File: src/rtl/alsu_pkg.sv
// Types shared by the ALSU, its command issuer and its checker.
package alsu_pkg;

    localparam int ALSU_OUT_W = 6;

    typedef enum logic [2:0] {
        OR     = 3'd0,
        XOR    = 3'd1,
        ADD    = 3'd2,
        MUL    = 3'd3,
        SHIFT  = 3'd4,
        ROTATE = 3'd5
    } opcode_e;

    typedef struct packed {
        logic signed [2:0] a;
        logic signed [2:0] b;
        logic              cin;
        logic              serial_in;
        logic              red_op_a;
        logic              red_op_b;
        opcode_e           opcode;
        logic              bypass_a;
        logic              bypass_b;
        logic              direction;
    } alsu_cmd_t;

    typedef enum logic [1:0] {
        ST_RUN   = 2'd0,
        ST_DRAIN = 2'd1,
        ST_DONE  = 2'd2
    } issuer_state_e;

endpackage

File: src/rtl/alsu_cmd_issuer_if.sv
// Command and result handshakes between the control fabric (master) and the issuer (slave).
interface alsu_cmd_issuer_if #(
    parameter int TAG_W = 4
);
    import alsu_pkg::*;

    logic                         cmd_valid;
    logic                         cmd_ready;
    alsu_cmd_t                    cmd;
    logic [TAG_W-1:0]             cmd_tag;
    logic                         res_valid;
    logic                         res_ready;
    logic signed [ALSU_OUT_W-1:0] res_out;
    logic [TAG_W-1:0]             res_tag;

    modport master (
        output cmd_valid, cmd, cmd_tag, res_ready,
        input  cmd_ready, res_valid, res_out, res_tag
    );

    modport slave (
        input  cmd_valid, cmd, cmd_tag, res_ready,
        output cmd_ready, res_valid, res_out, res_tag
    );

endinterface

File: src/rtl/alsu_res_fifo.sv
// Fall-through result FIFO; a write and a pop may share an edge even when full.
module alsu_res_fifo #(
    parameter int DEPTH = 4,
    parameter int W     = 10
) (
    input  logic                       clk,
    input  logic                       rst,
    input  logic                       wr_en,
    input  logic [W-1:0]               wr_data,
    input  logic                       rd_en,
    output logic [W-1:0]               rd_data,
    output logic [$clog2(DEPTH+1)-1:0] count
);
    localparam int PW = (DEPTH > 1) ? $clog2(DEPTH) : 1;
    localparam int CW = $clog2(DEPTH+1);

    logic [W-1:0]  mem_reg [DEPTH];
    logic [PW-1:0] wr_ptr_reg;
    logic [PW-1:0] rd_ptr_reg;
    logic [CW-1:0] count_reg;
    logic          do_rd;
    logic          do_wr;

    function automatic logic [PW-1:0] ptr_inc(input logic [PW-1:0] p);
        return (p == PW'(DEPTH-1)) ? '0 : p + PW'(1);
    endfunction

    assign do_rd   = rd_en && (count_reg != '0);
    assign do_wr   = wr_en && ((count_reg != CW'(DEPTH)) || do_rd);
    assign rd_data = mem_reg[rd_ptr_reg];
    assign count   = count_reg;

    always_ff @(posedge clk) begin
        if (do_wr) begin
            mem_reg[wr_ptr_reg] <= wr_data;
        end
    end

    always_ff @(posedge clk) begin
        if (rst) begin
            wr_ptr_reg <= '0;
            rd_ptr_reg <= '0;
            count_reg  <= '0;
        end else begin
            if (do_wr) begin
                wr_ptr_reg <= ptr_inc(wr_ptr_reg);
            end
            if (do_rd) begin
                rd_ptr_reg <= ptr_inc(rd_ptr_reg);
            end
            case ({do_wr, do_rd})
                2'b10:   count_reg <= count_reg + CW'(1);
                2'b01:   count_reg <= count_reg - CW'(1);
                default: count_reg <= count_reg;
            endcase
        end
    end

endmodule

File: src/rtl/alsu_cmd_issuer.sv
// Issues tagged commands to the ALSU, follows them through its latency and
// returns captured results in order, with credit so no result is dropped.
module alsu_cmd_issuer
    import alsu_pkg::*;
#(
    parameter int LAT       = 2,
    parameter int RES_DEPTH = 4,
    parameter int TAG_W     = 4
) (
    input  logic                             clk,
    input  logic                             rst,
    alsu_cmd_issuer_if.slave                 bus,
    output logic signed [2:0]                alsu_a,
    output logic signed [2:0]                alsu_b,
    output logic                             alsu_cin,
    output logic                             alsu_serial_in,
    output logic                             alsu_red_op_a,
    output logic                             alsu_red_op_b,
    output opcode_e                          alsu_opcode,
    output logic                             alsu_bypass_a,
    output logic                             alsu_bypass_b,
    output logic                             alsu_direction,
    input  logic signed [ALSU_OUT_W-1:0]     alsu_out,
    input  logic                             flush,
    output logic                             flush_done,
    output logic [$clog2(RES_DEPTH+1)-1:0]   outstanding
);
    localparam int OW = $clog2(RES_DEPTH+1);
    localparam int FW = TAG_W + ALSU_OUT_W;

    alsu_cmd_t        issue_reg;
    issuer_state_e    state_reg;
    logic             flush_done_reg;
    logic [OW-1:0]    outstanding_reg;
    logic             vld_pipe_reg [LAT+1];
    logic [TAG_W-1:0] tag_pipe_reg [LAT+1];
    logic             accept;
    logic             pop;
    logic [FW-1:0]    fifo_rd_data;
    logic [OW-1:0]    fifo_count;

    assign bus.cmd_ready = !rst && (state_reg == ST_RUN) && !flush
                           && (outstanding_reg < OW'(RES_DEPTH));
    assign accept        = bus.cmd_valid && bus.cmd_ready;
    assign pop           = bus.res_valid && bus.res_ready;

    assign alsu_a         = issue_reg.a;
    assign alsu_b         = issue_reg.b;
    assign alsu_cin       = issue_reg.cin;
    assign alsu_serial_in = issue_reg.serial_in;
    assign alsu_red_op_a  = issue_reg.red_op_a;
    assign alsu_red_op_b  = issue_reg.red_op_b;
    assign alsu_opcode    = issue_reg.opcode;
    assign alsu_bypass_a  = issue_reg.bypass_a;
    assign alsu_bypass_b  = issue_reg.bypass_b;
    assign alsu_direction = issue_reg.direction;
    assign flush_done     = flush_done_reg;
    assign outstanding    = outstanding_reg;

    // Inputs hold between commands, so idle ALSU cycles recompute the last result harmlessly.
    always_ff @(posedge clk) begin
        if (rst) begin
            issue_reg <= '0;
        end else if (accept) begin
            issue_reg <= bus.cmd;
        end
    end

    // Stage LAT is valid exactly when alsu_out reflects that command's inputs.
    genvar gi;
    generate
        for (gi = 0; gi <= LAT; gi++) begin : g_pipe
            if (gi == 0) begin : g_head
                always_ff @(posedge clk) begin
                    if (rst) begin
                        vld_pipe_reg[0] <= 1'b0;
                        tag_pipe_reg[0] <= '0;
                    end else begin
                        vld_pipe_reg[0] <= accept;
                        tag_pipe_reg[0] <= bus.cmd_tag;
                    end
                end
            end else begin : g_tail
                always_ff @(posedge clk) begin
                    if (rst) begin
                        vld_pipe_reg[gi] <= 1'b0;
                        tag_pipe_reg[gi] <= '0;
                    end else begin
                        vld_pipe_reg[gi] <= vld_pipe_reg[gi-1];
                        tag_pipe_reg[gi] <= tag_pipe_reg[gi-1];
                    end
                end
            end
        end
    endgenerate

    always_ff @(posedge clk) begin
        if (rst) begin
            outstanding_reg <= '0;
        end else begin
            case ({accept, pop})
                2'b10:   outstanding_reg <= outstanding_reg + OW'(1);
                2'b01:   outstanding_reg <= outstanding_reg - OW'(1);
                default: outstanding_reg <= outstanding_reg;
            endcase
        end
    end

    always_ff @(posedge clk) begin
        if (rst) begin
            state_reg      <= ST_RUN;
            flush_done_reg <= 1'b0;
        end else begin
            flush_done_reg <= 1'b0;
            case (state_reg)
                ST_RUN: begin
                    if (flush) begin
                        state_reg <= ST_DRAIN;
                    end
                end
                ST_DRAIN: begin
                    if (outstanding_reg == '0) begin
                        state_reg      <= ST_DONE;
                        flush_done_reg <= 1'b1;
                    end
                end
                ST_DONE: begin
                    state_reg <= ST_RUN;
                end
                default: begin
                    state_reg <= ST_RUN;
                end
            endcase
        end
    end

    alsu_res_fifo #(
        .DEPTH (RES_DEPTH),
        .W     (FW)
    ) u_res_fifo (
        .clk     (clk),
        .rst     (rst),
        .wr_en   (vld_pipe_reg[LAT]),
        .wr_data ({tag_pipe_reg[LAT], alsu_out}),
        .rd_en   (bus.res_ready),
        .rd_data (fifo_rd_data),
        .count   (fifo_count)
    );

    assign bus.res_valid = (fifo_count != '0);
    assign bus.res_out   = fifo_rd_data[ALSU_OUT_W-1:0];
    assign bus.res_tag   = fifo_rd_data[FW-1:ALSU_OUT_W];

endmodule
File: src/flat_wrapper.sv
// flat-port wrapper written by rule: the top's interface ports become plain ports
module alsu_cmd_issuer_flat import alsu_pkg::*;
#(
    parameter int LAT       = 2,
    parameter int RES_DEPTH = 4,
    parameter int TAG_W     = 4
)
  (clk, rst, alsu_a, alsu_b, alsu_cin, alsu_serial_in, alsu_red_op_a, alsu_red_op_b, alsu_opcode, alsu_bypass_a, alsu_bypass_b, alsu_direction, alsu_out, flush, flush_done, outstanding, bus_cmd_valid, bus_cmd, bus_cmd_tag, bus_res_ready, bus_cmd_ready, bus_res_valid, bus_res_out, bus_res_tag);
  alsu_cmd_issuer_if #(.TAG_W(TAG_W)) bus_i ();
  input  logic clk;
  input  logic rst;
  output logic signed [2:0] alsu_a;
  output logic signed [2:0] alsu_b;
  output logic alsu_cin;
  output logic alsu_serial_in;
  output logic alsu_red_op_a;
  output logic alsu_red_op_b;
  output opcode_e alsu_opcode;
  output logic alsu_bypass_a;
  output logic alsu_bypass_b;
  output logic alsu_direction;
  input  logic signed [ALSU_OUT_W-1:0] alsu_out;
  input  logic flush;
  output logic flush_done;
  output logic [$clog2(RES_DEPTH+1)-1:0] outstanding;
  input wire logic [$bits(bus_i.cmd_valid)-1:0] bus_cmd_valid;
  input wire logic [$bits(bus_i.cmd)-1:0] bus_cmd;
  input wire logic [$bits(bus_i.cmd_tag)-1:0] bus_cmd_tag;
  input wire logic [$bits(bus_i.res_ready)-1:0] bus_res_ready;
  output wire logic [$bits(bus_i.cmd_ready)-1:0] bus_cmd_ready;
  output wire logic [$bits(bus_i.res_valid)-1:0] bus_res_valid;
  output wire logic [$bits(bus_i.res_out)-1:0] bus_res_out;
  output wire logic [$bits(bus_i.res_tag)-1:0] bus_res_tag;
  assign bus_i.cmd_valid = bus_cmd_valid;
  assign bus_i.cmd = bus_cmd;
  assign bus_i.cmd_tag = bus_cmd_tag;
  assign bus_i.res_ready = bus_res_ready;
  assign bus_cmd_ready = bus_i.cmd_ready;
  assign bus_res_valid = bus_i.res_valid;
  assign bus_res_out = bus_i.res_out;
  assign bus_res_tag = bus_i.res_tag;
  alsu_cmd_issuer #(.LAT(LAT), .RES_DEPTH(RES_DEPTH), .TAG_W(TAG_W)) u_core (.clk(clk), .rst(rst), .bus(bus_i), .alsu_a(alsu_a), .alsu_b(alsu_b), .alsu_cin(alsu_cin), .alsu_serial_in(alsu_serial_in), .alsu_red_op_a(alsu_red_op_a), .alsu_red_op_b(alsu_red_op_b), .alsu_opcode(alsu_opcode), .alsu_bypass_a(alsu_bypass_a), .alsu_bypass_b(alsu_bypass_b), .alsu_direction(alsu_direction), .alsu_out(alsu_out), .flush(flush), .flush_done(flush_done), .outstanding(outstanding));
endmodule
File: config.mk
export PLATFORM = sky130hd
export DESIGN_NAME = alsu_cmd_issuer_flat
export DESIGN_NICKNAME = d
export VERILOG_FILES = /design/src/rtl/alsu_pkg.sv /design/src/rtl/alsu_cmd_issuer_if.sv /design/src/rtl/alsu_res_fifo.sv /design/src/rtl/alsu_cmd_issuer.sv /design/src/flat_wrapper.sv
export SDC_FILE = /design/constraint.sdc
export NUM_CORES = 1
export LEC_CHECK = 0
export ABC_AREA = 1
export BUFFER_PORTS_ARGS = -buffer_cell sky130_fd_sc_hd__buf_2
export CORE_MARGIN = 4
export CORE_UTILIZATION = 55
export CTS_CLUSTER_SIZE = 28
export DETAILED_ROUTE_END_ITERATION = 10
export GPL_ROUTABILITY_DRIVEN = 0
export PLACE_DENSITY = 0.79
export SYNTH_ARGS = -nofsm -noshare
export SYNTH_HDL_FRONTEND = slang
export SYNTH_HIERARCHICAL = 1
export SYNTH_SLANG_ARGS = --single-unit
File: constraint.sdc
create_clock -name clk -period 2.56 [get_ports clk]
set_clock_uncertainty 0.2 [all_clocks]
set_input_delay 0.128 -clock clk [delete_from_list [all_inputs] [get_ports clk]]
set_output_delay 0.128 -clock clk [all_outputs]
set_load 0.05 [all_outputs]
==> results of run 1 <==
==> cells in the mapped netlist, drive strengths merged <==
cell type	instances
ha	6
or3	1
inv	57
nand4	3
o21ai	29
a21oi	7
dfxtp	46
o22ai	10
edfxtp	40
and2	1
clkbuf	6
and3	1
nand3	5
nor4	2
o211a	1
nor2	83
nand2	43
fa	2
buf	6
or2	1
==> area by class of cell <==
| type | instances | area (um^2) | area share |
|---|---|---|---|
| Inverter | 57 | 216 | 0.0489 |
| Timing Repair Buffer | 113 | 803 | 0.181 |
| Tap cell | 75 | 93.8 | 0.0212 |
| Sequential cell | 86 | 2120 | 0.479 |
| Multi-Input combinational cell | 195 | 985 | 0.222 |
| Clock buffer | 11 | 151 | 0.0342 |
| Clock inverter | 5 | 56.3 | 0.0127 |
==> kinds of logic (layout without fill, tap and decap cells) <==
kind of cell | count (synthesis) | after routing | synth area share
DFF | 86 | 86 | 0.625
and+or+nand+nor | 140 | 140 | 0.175
adders and majority gates | 8 | 8 | 0.0339
buffers and inverters | 69 | 186 | 0.0855
AOI/OAI and AO/OA | 47 | 47 | 0.0810
==> worst min path at each step <==
stage / depth (start not counted) / to / from / slack [ns]
2_1_floorplan: 0 / u_core/u_res_fifo/mem_reg[0][0]$_DFFE_PP_ / alsu_out[0] / 0.03
3_3_place_gp: 3 / u_core/tag_pipe_reg[0][2]$_SDFF_PP0_ / bus_cmd_tag[2] / 0.13
3_5_place_dp: 3 / u_core/tag_pipe_reg[0][2]$_SDFF_PP0_ / bus_cmd_tag[2] / 0.14
4_1_cts: 3 / u_core/u_res_fifo/wr_ptr_reg[1]$_SDFFE_PP0P_ / bus_res_ready / 0.01
5_1_grt: 3 / u_core/u_res_fifo/wr_ptr_reg[1]$_SDFFE_PP0P_ / bus_res_ready / 0.03
6_report: 3 / u_core/u_res_fifo/wr_ptr_reg[1]$_SDFFE_PP0P_ / bus_res_ready / 0.03
==> layer usage <==
| layer | share of wire | GRT usage | wire, um | vias to the layer above |
|---|---|---|---|---|
| met2 | 0.51 | 0.362 | 3560 | 67 |
| met1 | 0.43 | 0.238 | 2980 | 1182 |
| met3 | 0.055 | 0.0589 | 383 | 8 |
| met4 | 0.010 | 0.0581 | 70 | 0 |
| met5 | 0 | 0 | 0 | - |
| li1 | - | - | - | 1333 |
==> stage by stage <==
step	power [W]	worst slack (ns)
6_report	0.00404	0.389
5_1_grt	0.00428	0.313
4_1_cts	0.00406	0.485
3_5_place_dp	0.00304	0.501
3_3_place_gp	0.00301	0.558
2_1_floorplan	0.00274	0.128
==> worst min-delay path: cells and delay by family <==
kind,cells,cell delay (ns)
compound gates,2,0.26
buf+inv,1,0.13
==> cell usage in the layout (no fill, tap or decap), types with 2 or more instances in the layout <==
| master | netlist | final |
|---|---|---|
| nor2_1 | 80 | 80 |
| buf_2 | 2 | 62 |
| inv_1 | 56 | 56 |
| dfxtp_1 | 46 | 46 |
| dlygate4sd3_1 | 0 | 44 |
| nand2_1 | 40 | 40 |
| edfxtp_1 | 40 | 40 |
| o21ai_0 | 26 | 26 |
| clkbuf_8 | 0 | 11 |
| o22ai_1 | 10 | 10 |
| buf_4 | 1 | 7 |
| a21oi_1 | 6 | 6 |
| ha_1 | 6 | 6 |
| nand3_1 | 5 | 5 |
| nand2_2 | 3 | 3 |
| nor2_4 | 2 | 2 |
| nand4_1 | 2 | 2 |
| nor4_1 | 2 | 2 |
| fa_1 | 2 | 2 |
| o21ai_1 | 2 | 2 |
==> repair_timing <==
item	4_1_cts	5_1_grt
endpoints found under the hold margin	48	0
endpoints found under the setup margin	0	0
hold buffers	44	0
==> power breakdown <==
group          switching, W  total, W  internal (W)  leakage [nW]
combinational       0.00104   0.00145      0.000408          1.20
clock              0.000450  0.000954      0.000504         0.107
sequential        0.0000962   0.00164       0.00154         0.740
total               0.00158   0.00404       0.00245          2.05
==> reports/qor.yml, run 1 <==
status: "completed"
critPathKind: "input port to register"
max_freq_mhz: 461
synth_top_area_frac: 0.354
reg2reg_depth: 10
vias_per_cell: 4.78
nFillCells: 394
ys_seq_area_frac: 0.625
ios: 63
dp.cells: 482
drive_gt1_frac: 0.203
root_buffer: "clkbuf_8"
synth_top_area_cell: "edfxtp_1"
synth_area_mm2: 0.00340
die_height_um: 86.6
stdcell_count: 542
slowest_stage: "dlygate4sd3_1"
grt_start_max_net_pins: 34
crit_family: "buffers and inverters"
cts_buffers: 9
drt-pass1-iter-count: 5
setup_tns_ns: 0
fin_area_mm2: 0.00443
cts_tree: "built"
worstPathCellList: "dlygate4sd3_1, buf_2, inv_4, nand4_4, buf_4, nor2_1, nor2_1, dlygate4sd3_1"
p_leak_nw: 2.05
cp_max_fo: 33
critical-path-max-stage-delay_ns: 0.55
die_w_um: 86.6
layout_min_cycle_time_ns: 2.17
io_buffers: 62
globalRoute.totalOverflow: 0
rows: 28
end_kind: "register"
critical_path_required_ns: 2.60
critical_path_cell_count: 8
drt_iter0_drc: 158
hpwl_um: 3950
cp.buffers_inverters: 5
timing.final.crit_share: 0.848
syn_nets: 389
drv_cap: 0
yosysWarnings: 6
r2r-end: "u_core/outstanding[2]$_SDFFE_PP0P_"
synth_area_leaders: "edfxtp_1 (35%), dfxtp_1 (27%), nor2_1 (8.8%)"
start_util: 0.570
arrival_ns: 2.21
grt_pass1_wl_um: 11800
largest_register_ffs: 40
power.density_mw_per_mm2: 912
slew_viol_final: 0
worst_pin_slew_ns: 0.550
setup_viol_count_final: 0
vdd_drop_max_v: 0.000567
ys_seq_elements: 86
wl_per_cell_um: 12.9
post-route-util: 0.743
track_usage: 0.203
r2r_slack_ns: 0.49
holdWs_ns: 0.0278
final-hold-violation-count: 0
cts.sinks: 86
ctsResizeCount: 0
relSlewSlack: 0.633
syn_inst: 350
syn_area_per_cell_um2: 9.71
cts.htree.levels: 3
placed_cell_area_mm2: 0.00378
reg2reg_from: "u_core/u_res_fifo/count[1]$_SDFFE_PP0P_"
postRouteAntennaNets: 0
rsz0062_at_grt: "false"
cp-endpoint: "u_core/alsu_bypass_a$_SDFFE_PP0P_"
clkSlewWorstSetupHoldPaths_ns: 0.08
fin_nets: 501
drc_errors: 0
totalWireLength_um: 6990
cts_max_path_buffers: 2
postCtsSetupBuffers: 0
grt_pass1_vias: 2614
start_kind: "input port"
critPathLaunch: "rst"
vias: 2590
synthDistinctLibCells: 30
die_area_mm2: 0.00750
clock_latency_ns: 0.34
grt_antenna_before_repair: 0
antenna_cells: 0
core_area_mm2: 0.00596
hold_path.class: "input port to register"
area_growth_pct: 30.4
Power figures use the tool's default switching activity.
==> run 2: changes to the inputs <==
- ABC_AREA: 1 -> 0
- CORE_UTILIZATION: 55 -> 49
- PLACE_DENSITY: 0.79 -> 0.75
- clock period: 2.56 -> 1.87 ns (I/O delays scaled with it)
==> reports/qor.yml, run 2 <==
yosysWarnings: 6  # unchanged
critPathKind: "register to register"
synth_area_leaders: "edfxtp_1 (36%), dfxtp_1 (28%), mux4_2 (6.8%)"
grt_pass1_vias: 2332  # -11%
fin_nets: 389  # -22%
ys_seq_area_frac: 0.643  # +0.0180
synth_top_area_cell: "edfxtp_1"
core_area_mm2: 0.00646  # +8.4%
hpwl_um: 4330  # +9.7%
area_growth_pct: 34.1
grt_antenna_before_repair: 0  # unchanged
ys_seq_elements: 86  # unchanged
wl_per_cell_um: 15.2  # +18%
max_freq_mhz: 439
vias: 2235  # -14%
largest_register_ffs: 40  # unchanged
cts_buffers: 9  # unchanged
clkPwrFrac: 0.327  # +0.091
holdWs_ns: -0.129  # -0.156 ns
synth.most_common_cell: "dfxtp_1"
final_cell_mix: "buf_2 (52), dfxtp_1 (42), edfxtp_1 (40)"
p_leak_nw: 1.79  # -13%
grt_start_max_net_pins: 27  # -21%
syn_nets: 275  # -29%
status: "finished, violations left"
intPower_w: 0.00264  # +7.6%
setup_viol_count_final: 4  # +4
postRouteAntennaNets: 0  # unchanged
clock_latency_ns: 0.36  # +0.02 ns
die_area_mm2: 0.00812  # +8.2%
synth-main-ff-cell: "dfxtp_1"
post-route-util: 0.686  # -0.0577
synthTopCellsByCount: "dfxtp_1 (46), edfxtp_1 (40), nor2b_1 (14), and3_1 (13), mux4_2 (10)"
syn_area_per_cell_um2: 14.0  # +44%
rows: 29  # +3.6%
timing.final.crit_share: 1.22
synth_top_area_frac: 0.364  # +0.0102
slew_viol_final: 0  # unchanged
totalWireLength_um: 6570  # -6.0%
combPwrFrac: 0.100  # -0.258
synth_area_mm2: 0.00330  # -2.8%
relSlewSlack: 0.749  # +0.117
globalRoute.totalOverflow: 0  # unchanged
start_util: 0.511  # -0.0591
swShare: 0.251  # -0.142
drive_gt1_frac: 0.406  # +0.202
cts.sinks: 86  # unchanged
drt-pass1-iter-count: 4  # -1
holdBufCountCts: 28  # -36%
final-hold-violation-count: 1  # +1
violations: "hold timing, setup timing"
io_buffers: 62  # unchanged
worst_pin_slew_ns: 0.375  # -0.175 ns
cts_max_path_buffers: 2  # unchanged
r2r_slack_ns: -0.41  # -0.90 ns
vdd_drop_max_v: 0.000556  # -2.0%
cts.htree.levels: 3  # unchanged
track_usage: 0.167  # -0.0361
hold_path.class: "input port to register"
drt_iter0_drc: 104  # -34%
grt_pass1_wl_um: 10800  # -8.4%
layout_commonest_cell: "buf_2"
clkSlewWorstSetupHoldPaths_ns: 0.08  # about the same
synthDistinctLibCells: 43  # +43%
end_kind: "register"
syn_inst: 236  # -33%
ios: 63  # unchanged
critical_path_required_ns: 1.96  # -0.64 ns
start_kind: "register"
root_buffer: "clkbuf_8"
synthArstFlopShare: 0  # unchanged
antenna_cells: 0  # unchanged
power.density_mw_per_mm2: 796  # -13%
synth_enable_flop_cells: 40  # unchanged
cts_tree: "built"
total_power_w: 0.00352  # -13%
rsz0062_at_grt: "true"
die_height_um: 90.1  # +4.0%
seqPwrFrac: 0.573  # +0.167
arrival_ns: 2.36  # +0.15 ns
drv_cap: 0  # unchanged
die_w_um: 90.1  # +4.0%
vias_per_cell: 5.17  # +8.3%
cp_max_fo: 2  # -94%
layout_min_cycle_time_ns: 2.28
p_sw_w: 0.000884  # -44%
setup_slack_ns: -0.406  # -0.794 ns
drc_errors: 0  # unchanged
==> run 2: layout make-up <==
class	count	area (um^2)
well taps	77	96.3
fillers	449	2030
repair buffers	114	855
flip-flops and latches	86	2130
inverters	11	41.3
clock inverters	7	47.5
clock buffers	9	124
multi-input cells	128	1140
==> run 2: through the flow <==
step           TNS, ns  hold WS, ns  cells  setup slack (ns)  cell area [um^2]
5_1_grt          -1.70       -0.147    432            -0.488              4430
3_5_place_dp     -1.17        0.107    385            -0.423              3850
6_report        -0.939       -0.129    432            -0.406              4430
4_1_cts         -0.902       0.0193    431            -0.388              4390
3_3_place_gp    -0.822        0.101    385            -0.373              3850
2_1_floorplan    -1.60      -0.0374    236            -0.591              3330
==> run 2: power by group through the flow <==
stage	Clock, W	Sequential, W	Combinational (W)
after floorplan	0	0.00214	0.000114
after global placement	0	0.00206	0.000287
after detailed placement	0	0.00206	0.000294
after CTS	0.00117	0.00202	0.000345
after global routing	0.00127	0.00203	0.000377
final	0.00115	0.00202	0.000353
==> run 2: critical path, cell delays in order, from the launching register on <==
cell and delay (ns):
dfxtp_2 0.33, or4b_4 0.55, nor3_4 0.16, inv_2 0.07
ha_4 0.16, inv_2 0.06, fa_2 0.19, xor2_1 0.07
or3_1 0.31, a21oi_1 0.12
==> run 2: what timing repair did <==
item	4_1_cts	5_1_grt
setup buffers	3	2
endpoints found under the hold margin	46	1
gates resized for setup	24	14
setup endpoints to repair	42	43
pin swaps	6	3
==> run 2: worst paths after layout <==
check,startpoint,end,cells after the start
max,u_core/state_reg[0]$_SDFFE_PP0P_,u_core/outstanding[2]$_SDFFE_PP0P_,9
min,rst,u_core/vld_pipe_reg[0]$_SDFF_PP0_,3
max reg2reg,u_core/state_reg[0]$_SDFFE_PP0P_,u_core/outstanding[2]$_SDFFE_PP0P_,9
min reg2reg,u_core/tag_pipe_reg[0][2]$_SDFF_PP0_,u_core/tag_pipe_reg[1][2]$_SDFF_PP0_,1
==> run 2: kinds of logic (layout without fill, tap and decap cells) <==
group	count (synthesis)	count (layout)	synth area share
compound gates	39	39	0.0837
xor+xnor	4	4	0.0106
fa+ha+maj	8	8	0.0349
buf+inv	22	141	0.0299
flops	86	86	0.643
mux	11	11	0.0712
simple gates	66	66	0.127
==> run 2: per-layer routing <==
| layer | vias up | part of all wire | global-route usage | routed length (um) |
|---|---|---|---|---|
| met1 | 1068 | 0.43 | 0.200 | 2850 |
| met4 | 0 | 0.019 | 0.0740 | 123 |
| met2 | 54 | 0.51 | 0.286 | 3340 |
| li1 | 1102 | - | - | - |
| met5 | - | 0 | 0 | 0 |
| met3 | 11 | 0.039 | 0.0417 | 254 |
==> run 3: changes to the inputs <==
--- a/config.mk
+++ b/config.mk
@@ -8,9 +8,9 @@
 export ABC_AREA = 0
-export BUFFER_PORTS_ARGS = -buffer_cell sky130_fd_sc_hd__buf_2
 export CORE_MARGIN = 4
-export CORE_UTILIZATION = 49
+export CORE_UTILIZATION = 56
 export CTS_CLUSTER_SIZE = 28
 export DETAILED_ROUTE_END_ITERATION = 10
+export DONT_BUFFER_PORTS = 1
 export GPL_ROUTABILITY_DRIVEN = 0
-export PLACE_DENSITY = 0.75
+export PLACE_DENSITY = 0.74
 export SYNTH_ARGS = -nofsm -noshare
==> constraint.sdc (replaced) <==
create_clock -name clk -period 1.87 [get_ports clk]
set_clock_uncertainty 0.2 [all_clocks]
set_input_delay 0.561 -clock clk [delete_from_list [all_inputs] [get_ports clk]]
set_output_delay 0.561 -clock clk [all_outputs]
set_load 0.05 [all_outputs]
==> reports/qor.yml, run 3 (synthesized netlist as in run 2, its figures left out) <==
postRouteAntennaNets: 0  # unchanged
hold_path.class: "input port to register"
p_leak_nw: 1.41  # -21%
post-route-util: 0.693  # +0.00744
track_usage: 0.173  # +0.00609
start_kind: "register"
ios: 63  # unchanged
drv_cap: 0  # unchanged
die_area_mm2: 0.00719  # -11%
dpl_worst_slack_ns: -0.611  # -0.188 ns
cts_max_path_buffers: 2  # unchanged
setup_slack_ns: -0.469  # -0.0636 ns
timing.final.crit_share: 1.25  # +0.0340
start_util: 0.589  # +0.0776
cts.htree.levels: 3  # unchanged
die_height_um: 84.8  # -5.9%
drt_iter0_drc: 136  # +31%
cts_tree: "built"
setup_tns_ns: -5.44  # -4.51 ns
drive_gt1_frac: 0.344  # -0.0612
drt-pass1-iter-count: 4  # unchanged
nFillCells: 437  # -2.7%
holdBufCountCts: 0  # -100%
cts_buffers: 9  # unchanged
max_freq_mhz: 427  # -2.7%
largest_register_ffs: 40  # unchanged
area_growth_pct: 17.7
hpwl_um: 3890  # -10%
violations: "setup timing"
holdWs_ns: 0.0725  # +0.201 ns
critPathKind: "register to register"
grt_antenna_before_repair: 0  # unchanged
die_w_um: 84.8  # -5.9%
globalRoute.totalOverflow: 0  # unchanged
critical_path_required_ns: 1.94  # -0.02 ns
power.density_mw_per_mm2: 866  # +8.8%
cts.sinks: 86  # unchanged
worst_pin_slew_ns: 0.531  # +0.156 ns
drc_errors: 0  # unchanged
clkSlewWorstSetupHoldPaths_ns: 0.08  # about the same
rows: 27  # -6.9%
relSlewSlack: 0.645  # -0.104
status: "finished, violations left"
slew_viol_final: 0  # unchanged
grt_start_max_net_pins: 28  # +3.7%
final-hold-violation-count: 0  # -1
final_cell_mix: "dfxtp_1 (40), edfxtp_1 (40), buf_4 (19)"
io_buffers: 0  # -100%
totalWireLength_um: 5980  # -8.9%
grt_pass1_vias: 1942  # -17%
layout_min_cycle_time_ns: 2.34  # +0.0636 ns
antenna_cells: 0  # unchanged
vias_per_cell: 5.68  # +9.8%
grt_pass1_wl_um: 9730  # -10%
wl_per_cell_um: 17.5  # +15%
vias: 1943  # -13%
fin_nets: 304  # -22%
arrival_ns: 2.41  # +0.05 ns
root_buffer: "clkbuf_8"
rsz0062_at_grt: "true"
vdd_drop_max_v: 0.000497  # -11%
core_area_mm2: 0.00561  # -13%
end_kind: "register"
cp_max_fo: 2  # unchanged
setup_viol_count_final: 17  # +13
clock_latency_ns: 0.34  # -0.02 ns
[run 3: cell types whose count changed in the layout (fill, tap and decap cells not counted), moves of 2 or more]
cell / before / now
buf_2: 52 / 0
dlygate4sd3_1: 27 / 0
buf_6: 13 / 5
buf_12: 1 / 4
dfxtp_2: 3 / 6
a21oi_1: 8 / 6
a21oi_2: 0 / 2
buf_4: 21 / 19
clkinvlp_4: 1 / 3
dfxtp_1: 42 / 40
inv_6: 2 / 0
[run 3: cell type report]
type | instances | area (um^2) | area share
clock inverter | 6 | 38.8 | 0.00998
sequential | 86 | 2130 | 0.548
tap | 72 | 90.1 | 0.0232
timing repair buffer | 29 | 294 | 0.0756
multi-input combinational | 128 | 1170 | 0.300
inverter | 11 | 41.3 | 0.0106
clock buffer | 10 | 128 | 0.0328
[run 3: metrics by stage]
| stage | cells | area, um^2 | power (W) |
|---|---|---|---|
| floorplan | 236 | 3390 | 0.00226 |
| global placement | 319 | 3600 | 0.00229 |
| detailed placement | 319 | 3600 | 0.00229 |
| CTS | 336 | 3800 | 0.00339 |
| global route | 342 | 3890 | 0.00351 |
| finish | 342 | 3890 | 0.00337 |
[run 3: final timing paths]
kind / start / end / slack, ns / cells after the start
max reg2reg: u_core/outstanding[2]$_SDFFE_PP0P_ / u_core/outstanding[2]$_SDFFE_PP0P_ / -0.47 / 9
min reg2reg: u_core/tag_pipe_reg[1][1]$_SDFF_PP0_ / u_core/tag_pipe_reg[2][1]$_SDFF_PP0_ / 0.24 / 1
min: rst / u_core/u_res_fifo/count[1]$_SDFFE_PP0P_ / 0.07 / 1
max: u_core/outstanding[2]$_SDFFE_PP0P_ / u_core/outstanding[2]$_SDFFE_PP0P_ / -0.47 / 9
[run 3: metal layers]
| metal | share of wire | track usage |
|---|---|---|
| met5 | 0 | 0 |
| met2 | 0.50 | 0.273 |
| met4 | 0.021 | 0.0820 |
| met3 | 0.063 | 0.0559 |
| met1 | 0.42 | 0.218 |
[run 3: worst max-delay path, stage by stage (launching register included)]
cell     delay (ns)
dfxtp_2        0.34
or4b_4         0.53
nor3_4         0.15
inv_2          0.08
ha_4           0.17
inv_2          0.05
fa_2           0.18
xor2_1         0.08
or3_1          0.34
a21oi_2        0.15
[run 3: repair_timing]
action,in CTS,in global routing
pin swaps,3,7
endpoints found under the setup margin,40,40
resized for setup,14,11
setup buffers,1,6
[run 3: report_power, final]
group | switching [W] | internal [W]
Sequential | 0.0000902 | 0.00200
Clock | 0.000628 | 0.000476
Combinational | 0.0000897 | 0.0000799
